File: src/rtl/ram_burst_controller.sv
// Single-port RAM front end: accepts one read/write burst at a time and auto-increments the address per beat.
// Read data is registered one cycle after issue; write beats stall on wr_valid=0, reads never stall.
module ram_burst_controller #(
  parameter int DATA_WIDTH  = 4,
  parameter int ADDR_WIDTH  = 4,
  parameter int BURST_WIDTH = 3
) (
  input  logic                   clock,
  input  logic                   reset_n,
  input  logic                   req_valid,
  output logic                   req_ready,
  input  logic                   req_write,
  input  logic [ADDR_WIDTH-1:0]  req_addr,
  input  logic [BURST_WIDTH-1:0] req_len,
  input  logic [DATA_WIDTH-1:0]  wr_data,
  input  logic                   wr_valid,
  output logic                   wr_ready,
  output logic [DATA_WIDTH-1:0]  rd_data,
  output logic                   rd_valid,
  output logic                   rd_last,
  output logic                   reading,
  output logic                   writing
);

  localparam int DEPTH = 2 ** ADDR_WIDTH;

  typedef enum logic [1:0] {
    IDLE  = 2'd0,
    WRITE = 2'd1,
    READ  = 2'd2
  } state_t;

  state_t                 state;
  state_t                 state_nxt;
  logic [ADDR_WIDTH-1:0]  addr;
  logic [BURST_WIDTH-1:0] cnt;
  logic [DATA_WIDTH-1:0]  ram [DEPTH];

  logic write_beat;
  logic read_beat;
  logic last_beat;

  assign write_beat = (state == WRITE) && wr_valid;
  assign read_beat  = (state == READ);
  assign last_beat  = (cnt == '0);

  // State register
  always_ff @(posedge clock or negedge reset_n) begin
    if (!reset_n) begin
      state <= IDLE;
    end else begin
      state <= state_nxt;
    end
  end

  // Next-state logic
  always_comb begin
    state_nxt = state;
    case (state)
      IDLE: begin
        if (req_valid) begin
          state_nxt = req_write ? WRITE : READ;
        end
      end
      WRITE: begin
        if (wr_valid && last_beat) begin
          state_nxt = IDLE;
        end
      end
      READ: begin
        if (last_beat) begin
          state_nxt = IDLE;
        end
      end
      default: state_nxt = IDLE;
    endcase
  end

  // Outputs decoded straight from state
  always_comb begin
    req_ready = 1'b0;
    wr_ready  = 1'b0;
    writing   = 1'b0;
    reading   = 1'b0;
    case (state)
      IDLE:    req_ready = 1'b1;
      WRITE: begin
        wr_ready = 1'b1;
        writing  = 1'b1;
      end
      READ:    reading = 1'b1;
      default: req_ready = 1'b0;
    endcase
  end

  // Address and beat counter; wraps modulo depth / burst range naturally
  always_ff @(posedge clock or negedge reset_n) begin
    if (!reset_n) begin
      addr <= '0;
      cnt  <= '0;
    end else begin
      if (state == IDLE) begin
        if (req_valid) begin
          addr <= req_addr;
          cnt  <= req_len;
        end
      end else if (write_beat || read_beat) begin
        addr <= addr + 1'b1;
        cnt  <= cnt - 1'b1;
      end
    end
  end

  // RAM array is intentionally left out of reset
  always_ff @(posedge clock) begin
    if (write_beat) begin
      ram[addr] <= wr_data;
    end
  end

  // Registered read port; rd_data holds between beats
  always_ff @(posedge clock or negedge reset_n) begin
    if (!reset_n) begin
      rd_data  <= '0;
      rd_valid <= 1'b0;
      rd_last  <= 1'b0;
    end else begin
      rd_valid <= read_beat;
      rd_last  <= read_beat && last_beat;
      if (read_beat) begin
        rd_data <= ram[addr];
      end
    end
  end

endmodule

File: config.mk
export PLATFORM = sky130hd
export DESIGN_NAME = ram_burst_controller
export DESIGN_NICKNAME = d
export VERILOG_FILES = /design/src/rtl/ram_burst_controller.sv
export SDC_FILE = /design/constraint.sdc
export NUM_CORES = 1
export LEC_CHECK = 0
export ABC_AREA = 1
export ABC_CLOCK_PERIOD_IN_PS = 2250
export BUFFER_PORTS_ARGS = -buffer_cell sky130_fd_sc_hd__buf_2
export CAP_MARGIN = 30
export CORE_MARGIN = 5
export CORE_UTILIZATION = 50
export DETAILED_ROUTE_END_ITERATION = 10
export PLACE_DENSITY = 0.69
export SETUP_SLACK_MARGIN = 0.3
export SKIP_LAST_GASP = 1
export SYNTH_ARGS = -nofsm -noshare
export SYNTH_HDL_FRONTEND = slang
export SYNTH_SLANG_ARGS = --single-unit
File: constraint.sdc
create_clock -name clock -period 2.25 [get_ports clock]
set_input_delay 0.1125 -clock clock [delete_from_list [all_inputs] [get_ports clock]]
set_output_delay 0.1125 -clock clock [all_outputs]
set_load 0.01 [all_outputs]
## After elaboration in Yosys (flattened, before gate mapping)

Memory sizes are Yosys's and may differ from the RTL's. A register that Yosys moved wholly into a read port is not among the register bits.
Index checks and enable logic that the tools add are counted.

- Reductions and logical operators: 10
- Multiplexer cells: 16
- Equal/unequal tests: 5
- Add/sub/neg operators: 2

Operators by type and width:

| cell | number |
|---|---|
| $mux W4 | 3 |
| $mux W3 | 3 |
| $mux W2 | 4 |
| $pmux W2 S3 | 1 |
| $mux W1 | 5 |
| $add A4 B1 Y4 const B | 1 |
| $ne A2 B1 Y1 const B | 2 |
| $logic_and A1 B1 Y1 | 3 |
| $logic_not A3 Y1 | 1 |
| $reduce_and A3 Y1 | 1 |
| $sub A3 B1 Y3 const B | 1 |
| $eq A2 B1 Y1 const B | 1 |
| $eq A2 B2 Y1 const B | 1 |
| $logic_not A2 Y1 | 1 |
| $ne A2 B2 Y1 const B | 1 |
| $reduce_and A2 Y1 | 1 |
| $reduce_bool A2 Y1 | 1 |
| $logic_not A1 Y1 | 1 |
| $logic_or A1 B1 Y1 | 1 |

- RAM bits: 64
- Word-level logic and storage cells: 39
- Input bits: 16
- Flip-flop bits (word level): 11
- Output and inout port bits: 10
- Memories kept: 1

Memory list:

| name | depth | width | read ports | clocked after memory_dff | wr ports | line | text |
|---|---|---|---|---|---|---|---|
| ram | 16 | 4 | 1 | 1 | 1 | 37 | `logic [DATA_WIDTH-1:0] ram [DEPTH];` |

## Logic depth before layout (Yosys ltp)

Gate-level depths: netlist of the first run.

- Word-level depth: 5
- Gate-level depth with buffers: 9
- Gate-level depth less buffers: 8

## Worst setup path before layout of the first run

Ideal clock, no wire load.

- Kind: reg2reg
- From: register addr[1]
- To: memory ram[0][0], enable pin
- Setup time: 329 ps
- Path buffers: 1
- Path slack: 777 ps
- Required time: 1921 ps
- Arrival time: 1144 ps
- Clock period less this slack: 1473 ps
- Stages on the path, launching flop included: 6
- Path through: dfrtp_1 inv_2 buf_2 ha_1 nand2_1 nor2_1

RTL lines:

| element | line | text |
|---|---|---|
| start: declaration | 35 | `logic [ADDR_WIDTH-1:0] addr;` |
| start signal: assignment | 104 | `addr <= req_addr;` |
| start signal: assignment | 108 | `addr <= addr + 1'b1;` |
| end: declaration | 37 |  |

Straight into the memory's write port.

## Worst setup path in the final report of the first run

- From: register addr[1]
- To: memory ram[13][1], enable pin

Straight into the memory's write port.

==> results of run 1 <==
## cell usage after synthesis
cell type / number
a31oi_4: 1
buf_2: 7
buf_4: 3
buf_6: 3
dfrtp_1: 15
edfxtp_1: 64
ha_1: 6
inv_1: 49
inv_2: 4
inv_4: 1
nand2_1: 100
nand2_2: 1
nand2_4: 2
nand3_1: 33
nand3_4: 1
nand4_1: 2
nor2_1: 46
nor2_2: 1
nor2_4: 1
o211ai_1: 2
o21ai_0: 9
o21ai_1: 4
o21ai_2: 6
o221ai_1: 1
xnor2_1: 1
xor2_1: 1
## state kept, by name (all words and copies together) (netlist names)
name      cells
rd_valid      1
ram          64
rd_data       4
cnt           3
state         2
rd_last       1
addr          4
## through the flow
step | utilization, % | total power [mW] | hold slack (ns)
2_1_floorplan | - | 3.39 | -0.183
3_3_place_gp | 53.3 | 3.77 | 0.0357
3_5_place_dp | 53.3 | 3.80 | 0.0314
4_1_cts | 56.6 | 4.92 | 0.0177
5_1_grt | 56.6 | 5.26 | 0.0429
6_report | 56.6 | 4.89 | 0.0331
## how the worst max path moves through the flow
| stage | endpoint | startpoint | depth (start not counted) | slack, ns |
|---|---|---|---|---|
| after floorplan | ram[0][0] | addr[1] | 5 | 0.78 |
| after global placement | ram[13][2] | addr[1] | 4 | 0.49 |
| after detailed placement | ram[13][1] | addr[1] | 4 | 0.41 |
| after CTS | ram[13][1] | addr[1] | 4 | 0.40 |
| after global routing | ram[15][0] | addr[1] | 3 | 0.33 |
| final | ram[13][1] | addr[1] | 4 | 0.43 |
## cell type report
class / count / area, sq um / area share (%)
clock buffer: 10 / 128 / 3.14
timing repair buffer: 31 / 175 / 4.31
clock inverter: 6 / 85.1 / 2.09
multi-input combinational: 218 / 1050 / 25.8
sequential: 79 / 2300 / 56.5
inverter: 54 / 208 / 5.11
tap: 99 / 124 / 3.05
## logic make-up (layout without fill, tap and decap cells)
logic type,count (synthesis),in the layout,share of synthesized area [%]
simple gates,187,187,21.7
flops,79,79,63.1
buf+inv,67,101,8.15
compound gates,23,23,4.47
fa+ha+maj,6,6,2.06
xor+xnor,2,2,0.482
## routing by layer
layer	track usage (%)	routed length, um	vias to the layer above
li1	-	-	1223
met1	24.5	3340	1143
met2	25.8	3360	66
met3	4.03	399	8
met4	8.65	66	0
met5	0	0	-
## report_power, final
group          leakage, nW  internal [mW]  switching, mW
Sequential           0.757           1.75          0.135
Clock                0.104          0.621          0.490
Combinational        0.886          0.638           1.25
## critical path, delay by kind of cell, from the launching register on
family,cells,cell delay (ns)
DFF,1,0.59
and+or+nand+nor,2,0.50
adders and majority gates,1,0.16
buffers and inverters,1,0.23
## what timing repair did
action,4_1_cts,5_1_grt
hold buffers,2,0
gates resized for setup,0,2
hold endpoints to repair,16,0
setup endpoints to repair,0,21
==> results.sh, run 1 <==
export IMPL_yosysWarnings=0
export IMPL_die_h_um=95.3
export IMPL_synth_largest_area_cell="edfxtp_1"
export IMPL_tns_ns=0
export IMPL_syn_area_sq_um=3640
export IMPL_synth_nets=386
export IMPL_dp_hpwl_um=4960
export IMPL_ioPinCount=26
export IMPL_critPathArrivalTime_ns=1.85
export IMPL_groute_usage_overall_pct=17.6
export IMPL_postRouteAntennaNets=0
export IMPL_vias=2440
export IMPL_stdcell_count=497
export IMPL_grt_max_degree=41
export IMPL_vias_per_cell=4.91
export IMPL_required_ns=2.28
export IMPL_netlist_area_leader_share_pct=52.8
export IMPL_hold_viol=0
export IMPL_layout_common_cells="nand2_1, edfxtp_1, inv_1, nor2_1, nand3_1"
export IMPL_period_needed_ns=1.82
export IMPL_grt_pass1_vias=2423
export IMPL_tightest_slew_ns=0.552
export IMPL_drv_cap=0
export IMPL_finalSetupViolations=0
export IMPL_post_drt_wl_per_cell_um=14.4
export IMPL_synth_seq_area_share_pct=63.1
export IMPL_cts_buffer_depth=2
export IMPL_r2r_start="addr[1]"
export IMPL_crit_path_top_delay_cell="dfrtp_1"
export IMPL_grt_pass1_wl_um=11800
export IMPL_synthTopCellsByArea="edfxtp_1, dfrtp_1, nand2_1"
export IMPL_area_delta_synth_final_pct=11.7
export IMPL_die_w_um=95.3
export IMPL_synthesis_instances=364
export IMPL_core_sq_um=7180
export IMPL_worstHoldStart="req_write"
export IMPL_final_max_slew_viol_count=0
export IMPL_reg2reg_to="ram[13][1]"
export IMPL_start_util_pct=50.7
export IMPL_fin_nets=415
export IMPL_first_pass_iters=5
export IMPL_r2r_slack_ns=0.43
export IMPL_yosysUniqueCellTypes=26
export IMPL_clkSinkCount=79
export IMPL_whs_path_depth=3
export IMPL_hold_end="state[0]"
export IMPL_overflow=0
export IMPL_die_area_sq_um=9080
export IMPL_diodes=0
export IMPL_place_ws_ns=0.409
export IMPL_h_tree_depth=3
export IMPL_hp_class="in2reg"
export IMPL_ir_drop_mv=0.440
export IMPL_rsz0062_at_grt="false"
export IMPL_clk_latency_ns=0.36
export IMPL_std_cell_rows=31
export IMPL_skew_ns=0.0101
export IMPL_numCtsBuffers=9
export IMPL_fmaxAchievable_mhz=550
export IMPL_cts_tree="yes"
export IMPL_cts_root_buf="clkbuf_8"
export IMPL_cts_setup_buffers=0
export IMPL_p_leak_nw=1.75
export IMPL_r2r_cells=4
export IMPL_ys_ff_latch=79
export IMPL_antenna_found_initial=0
export IMPL_max_slew_margin_pct=63.2
export IMPL_gp_congestion=0.867
export IMPL_design_area_sq_um=4060
export IMPL_final_common_cell="nand2_1"
export IMPL_drt_total_wl_um=7160
export IMPL_powerDensity_nw_per_um2=1200
export IMPL_critical_path_cell_chain="inv_4, ha_1, nand2_1, nor2_1"
export IMPL_postPlaceCellArea_sq_um=3830
export IMPL_path_clk_slew_ns=0.08
export IMPL_io_buffers=25
export IMPL_outcome="completed"
export IMPL_cp_max_fo=15
export IMPL_worst_path_largest_cell_delay_ns=0.59
export IMPL_fill_cells=620
export IMPL_worst_slack_ns=0.431
export IMPL_drcViolationCount=0
export IMPL_min_period_over_period_pct=80.8
export IMPL_start_kind="register"
export IMPL_path_class="reg2reg"
export IMPL_drt_initial_drc_count=201
export IMPL_worstSetupEndpointType="register"
export IMPL_avgSynthCellArea_sq_um=10.0
export IMPL_drive_gt1_share_pct=15.6
export IMPL_place_inst=479
Note: power is estimated with default switching activity, not from simulation.
==> run 2: changes to the inputs <==
ABC_AREA = 0   (was 1)
ABC_CLOCK_PERIOD_IN_PS = 1500   (was 2250)
PLACE_DENSITY = 0.72   (was 0.69)
clock period = 1.5 ns   (was 2.25 ns; I/O delays follow)
==> results.sh, run 2 <==
export IMPL_numCtsBuffers=9
export IMPL_grt_max_degree=17
export IMPL_fmaxAchievable_mhz=586
export IMPL_async_flop_share_pct=19.0
export IMPL_std_cell_rows=30
export IMPL_hold_viol=0
export IMPL_drv_cap=0
export IMPL_failed_checks="setup timing"
export IMPL_post_drt_wl_per_cell_um=20.7
export IMPL_hp_class="in2reg"
export IMPL_synth_edf_count=64
export IMPL_dp_hpwl_um=5230
export IMPL_clk_latency_ns=0.35
export IMPL_reg_top3="ram x64, addr x4, rd_data x4"
export IMPL_vias_per_cell=5.73
export IMPL_avgSynthCellArea_sq_um=14.5
export IMPL_ys_ff_latch=79
export IMPL_worstSetupEndpointType="register"
export IMPL_clkSinkCount=79
export IMPL_synthFlopType="edfxtp_1"
export IMPL_groute_usage_overall_pct=19.6
export IMPL_layout_common_cells="edfxtp_1, buf_6, buf_4, buf_2, mux2i_1"
export IMPL_yosysWarnings=0
export IMPL_largest_reg_flops=64
export IMPL_synthesis_instances=235
export IMPL_io_buffers=25
export IMPL_critPathArrivalTime_ns=1.94
export IMPL_cp_max_fo=6
export IMPL_final_max_slew_viol_count=0
export IMPL_grt_pass1_wl_um=12400
export IMPL_cts_buffer_depth=2
export IMPL_drcViolationCount=0
export IMPL_yosysMostFrequentCell="edfxtp_1"
export IMPL_skew_ns=0.0108
export IMPL_tightest_slew_ns=0.369
export IMPL_design_area_sq_um=4800
export IMPL_start_kind="register"
export IMPL_synth_seq_area_share_pct=67.2
export IMPL_drt_total_wl_um=8240
export IMPL_powerDensity_nw_per_um2=1930
export IMPL_fin_nets=335
export IMPL_ioPinCount=26
export IMPL_registers_top_by_ff_count="ram"
export IMPL_synthTopCellsByArea="edfxtp_1, dfrtp_1, mux2i_1"
export IMPL_ir_drop_mv=0.861
export IMPL_start_util_pct=50.9
export IMPL_gp_congestion=0.891
export IMPL_path_class="reg2reg"
export IMPL_max_slew_margin_pct=75.4
export IMPL_synth_largest_area_cell="edfxtp_1"
export IMPL_diodes=0
export IMPL_core_sq_um=6720
export IMPL_synthTopCellsByCount="edfxtp_1, nor2_1, nand3_1"
export IMPL_overflow=0
export IMPL_final_common_cell="edfxtp_1"
export IMPL_vias=2281
export IMPL_place_inst=349
export IMPL_antenna_found_initial=0
export IMPL_postPlaceCellArea_sq_um=3980
export IMPL_grt_pass1_vias=2300
export IMPL_yosysUniqueCellTypes=33
export IMPL_cts_root_buf="clkbuf_8"
export IMPL_path_clk_slew_ns=0.09
export IMPL_cts_tree="yes"
export IMPL_netlist_area_leader_share_pct=56.2
export IMPL_postRouteAntennaNets=0
export IMPL_area_delta_synth_final_pct=40.5
export IMPL_die_w_um=92.7
export IMPL_drt_initial_drc_count=194
export IMPL_required_ns=1.73
export IMPL_syn_area_sq_um=3420
export IMPL_die_area_sq_um=8590
export IMPL_stdcell_count=398
export IMPL_period_needed_ns=1.71
export IMPL_die_h_um=92.7
export IMPL_utilization_pct=71.5
export IMPL_synth_nets=257
export IMPL_first_pass_iters=4
export IMPL_p_leak_nw=1.80
export IMPL_finalSetupViolations=54
export IMPL_outcome="finished, violations left"
export IMPL_min_period_over_period_pct=114
export IMPL_r2r_slack_ns=-0.21
export IMPL_worst_slack_ns=-0.206
export IMPL_h_tree_depth=3
export IMPL_rsz0062_at_grt="true"
export IMPL_drive_gt1_share_pct=53.1
==> run 2: changes by cell type after synthesis, moves of 7 or more <==
cell	delta
nand3_1	-14
inv_1	-43
nor2_1	-25
nand2_1	-84
mux2i_1	+17
a21oi_1	+7
==> run 2: per-layer routing <==
layer	global-route usage, %	wire, um
met1	25.9	3460
met2	31.8	4140
met3	3.90	321
met4	8.18	316
met5	0	0
==> run 2: final timing paths <==
check | startpoint | cells past startpoint | to
worst max-delay path | addr[0] | 5 | rd_data[2]
worst min-delay path | req_addr[1] | 3 | addr[1]
worst max register to register | addr[0] | 5 | rd_data[2]
worst min register to register | rd_data[3] | 2 | rd_data[3]
max in group asynchronous | reset_n | 2 | addr[3]
min in group asynchronous | reset_n | 2 | cnt[0]
==> run 2: kinds of logic after synthesis <==
logic type | synth area share [%]
adders and majority gates | 2.20
and+or+nand+nor | 10.0
AOI/OAI and AO/OA | 5.05
DFF | 67.2
buffers and inverters | 3.62
muxes | 11.9
==> run 2: cell type report <==
class,instances,area (sq um)
inverter,6,38.8
clock inverter,7,72.6
sequential,79,2300
multi-input combinational,135,1430
fill,406,1920
clock buffer,9,124
timing repair buffer,82,741
tap,80,100
==> run 2: power by group <==
part / internal, mW / switching, mW / total [mW] / leakage (nW)
sequential: 2.66 / 0.290 / 2.95 / 0.755
combinational: 2.45 / 2.31 / 4.76 / 0.946
clock: 0.771 / 0.777 / 1.55 / 0.0972
total: 5.88 / 3.38 / 9.26 / 1.80
==> run 2: metrics by stage <==
stage	hold slack (ns)	setup WS, ns	TNS [ns]	total power [mW]
final	0.00464	-0.206	-3.41	9.26
after global routing	0.0135	-0.249	-5.73	9.73
after CTS	0.00376	-0.140	-2.21	8.39
after detailed placement	0.00820	-0.158	-0.980	6.11
after global placement	0.00527	-0.112	-0.491	6.02
after floorplan	-0.221	-0.110	-1.98	5.45
==> run 2: what timing repair did <==
item / in CTS / in global routing
hold buffers: 4 / 0
gates resized for setup: 45 / 37
pin swaps: 14 / 13
cloned: 2 / 1
buffers inserted: 8 / 18
endpoints found under the hold margin: 18 / 0
endpoints found under the setup margin: 80 / 80
==> run 2: worst max-delay path: stages, from the launching register on <==
cell and delay (ns):
dfrtp_2 0.45, buf_12 0.15, mux4_2 0.53, mux2i_1 0.21, nor2_1 0.07, o22a_1 0.18
==> run 3: changes to the inputs <==
CORE_UTILIZATION = 40   (was 50)
PLACE_DENSITY = 0.6   (was 0.72)
SLEW_MARGIN = 10   (was default)
==> results.sh, run 3 (synthesized netlist as in run 2, its figures left out) <==
export IMPL_cts_tree="yes"
export IMPL_sw_frac_of_total_pct=35.3
export IMPL_worstSetupEndpointType="register"
export IMPL_failed_checks="setup timing"
export IMPL_critPathArrivalTime_ns=1.71
export IMPL_whs_path_depth=3
export IMPL_reg2reg_to="ram[2][3]"
export IMPL_power_share_clock_pct=16.7
export IMPL_dp_hpwl_um=5020
export IMPL_die_w_um=102
export IMPL_post_drt_wl_per_cell_um=19.4
export IMPL_r2r_cells=7
export IMPL_stdcell_count=422
export IMPL_cp_max_fo=6
export IMPL_multi_input_area_sq_um=1420
export IMPL_min_period_over_period_pct=109
export IMPL_groute_usage_overall_pct=16.5
export IMPL_std_cell_rows=33
export IMPL_met3_usage_pct=4.10
export IMPL_overflow=0
export IMPL_vias_per_cell=5.32
export IMPL_path_class="reg2reg"
export IMPL_r2r_start="addr[0]"
export IMPL_place_inst=375
export IMPL_numCtsBuffers=9
export IMPL_ioPinCount=26
export IMPL_drt_initial_drc_count=108
export IMPL_required_ns=1.57
export IMPL_power_frac_seq_pct=30.0
export IMPL_grtUsageMet2_pct=24.1
export IMPL_vias=2245
export IMPL_first_pass_iters=5
export IMPL_worstHoldStart="req_len[2]"
export IMPL_regArea_sq_um=2300
export IMPL_cts_buffer_depth=2
export IMPL_tns_ns=-2.61
export IMPL_fill_cells=638
export IMPL_path_clk_slew_ns=0.08
export IMPL_antenna_found_initial=0
export IMPL_hold_end="cnt[2]"
export IMPL_cts_root_buf="clkbuf_8"
export IMPL_start_kind="register"
export IMPL_drv_cap=0
export IMPL_final_max_slew_viol_count=0
export IMPL_die_h_um=102
export IMPL_diodes=0
export IMPL_drt_total_wl_um=8200
export IMPL_r2r_slack_ns=-0.14
export IMPL_hp_class="in2reg"
export IMPL_p_leak_nw=1.84
export IMPL_area_delta_synth_final_pct=42.7
export IMPL_tightest_slew_ns=0.376
export IMPL_worst_slack_ns=-0.138
export IMPL_postRouteAntennaNets=0
export IMPL_grt_max_degree=18
export IMPL_power_frac_comb_pct=53.3
export IMPL_largest_reg_flops=64
export IMPL_gp_congestion=0.825
export IMPL_utilization_pct=59.1
export IMPL_max_slew_margin_pct=74.9
export IMPL_skew_ns=0.0101
export IMPL_core_sq_um=8260
export IMPL_period_needed_ns=1.64
export IMPL_die_area_sq_um=10500
export IMPL_crit_start="addr[0]"
export IMPL_fmaxAchievable_mhz=610
export IMPL_rsz0062_at_grt="true"
export IMPL_power_switching_mw=3.32
export IMPL_final_common_cell="edfxtp_1"
export IMPL_clkSinkCount=79
export IMPL_ir_drop_mv=0.674
export IMPL_hold_viol=0
export IMPL_outcome="finished, violations left"
export IMPL_powerDensity_nw_per_um2=1930
export IMPL_start_util_pct=41.4
export IMPL_clk_latency_ns=0.35
export IMPL_globalRouteMet1Util_pct=24.1
export IMPL_registers_top_by_ff_count="ram"
export IMPL_grt_pass1_vias=2264
export IMPL_drcViolationCount=0
export IMPL_layout_common_cells="edfxtp_1, buf_4, buf_2, buf_6, mux2i_1"
export IMPL_p_int_mw=6.08
export IMPL_finalSetupViolations=48
export IMPL_critical_path_cell_chain="buf_12, buf_4, inv_6, ha_4, nand2_8, nor3_4, buf_6"
export IMPL_io_buffers=25
export IMPL_reg_top3="ram x64, addr x4, rd_data x4"
export IMPL_postPlaceCellArea_sq_um=4050
export IMPL_fin_nets=334
export IMPL_design_area_sq_um=4880
export IMPL_h_tree_depth=3
export IMPL_grt_pass1_wl_um=12700
export IMPL_worst_path_largest_cell_delay_ns=0.45
export IMPL_crit_path_top_delay_cell="dfrtp_2"
export IMPL_drive_gt1_share_pct=52.4
export IMPL_grt_busiest_layer="met1"
## run 3: cell types whose count changed in the layout (fill, tap and decap cells not counted), moves of 2 or more
cell,before,now
a22oi_1,5,3
buf_6,26,19
nor2_2,1,5
nor2_1,8,5
clkbuf_1,0,3
buf_4,25,23
buf_12,3,6
a22oi_2,0,2
clkinvlp_4,2,0
buf_8,0,4
## run 3: cell type report
type                       instances  area share [%]
clock inverter                     3           0.898
timing repair buffer              81            16.3
sequential                        79            47.1
tap                              105            2.69
inverter                           6           0.718
multi-input combinational        135            29.2
clock buffer                      13            3.05
## run 3: worst max-delay path, delay by kind of cell (launching register included)
family / cells / cell delay [ns]
fa+ha+maj: 1 / 0.15
buf+inv: 4 / 0.51
simple gates: 2 / 0.25
flops: 1 / 0.45
## run 3: stage by stage
step	setup slack, ns	power, mW	hold slack [ns]
6_report	-0.138	9.40	0.0361
5_1_grt	-0.217	9.91	0.0409
4_1_cts	-0.153	8.64	0.0186
3_5_place_dp	-0.168	6.25	0.0107
3_3_place_gp	-0.156	6.22	0.00996
2_1_floorplan	-0.110	5.45	-0.221
## run 3: worst max path at each step
stage,slack [ns],cells after the start,end
final,-0.14,7,ram[2][3]
after global routing,-0.22,7,ram[2][3]
after CTS,-0.15,7,ram[2][2]
after detailed placement,-0.17,5,rd_data[0]
after global placement,-0.16,5,rd_data[0]
after floorplan,-0.11,6,rd_data[3]
## run 3: power by group through the flow
stage	clock network (mW)	logic [mW]	registers, mW
floorplan	0	2.61	2.84
global placement	0	3.41	2.81
detailed placement	0	3.43	2.82
CTS	1.62	4.23	2.80
global route	1.72	5.34	2.84
finish	1.57	5.01	2.82
## run 3: layer usage
metal	wire (um)	share of wire, %
met5	0	0
met4	82	1.0
met3	428	5.2
met2	3790	46
met1	3900	48
## run 3: what timing repair did
action / 4_1_cts / 5_1_grt
pin swaps: 16 / 14
setup endpoints to repair: 79 / 82
hold buffers: 5 / 0
hold endpoints to repair: 19 / 0
gates resized for setup: 43 / 39
gates cloned: 2 / 2
setup buffers: 11 / 11
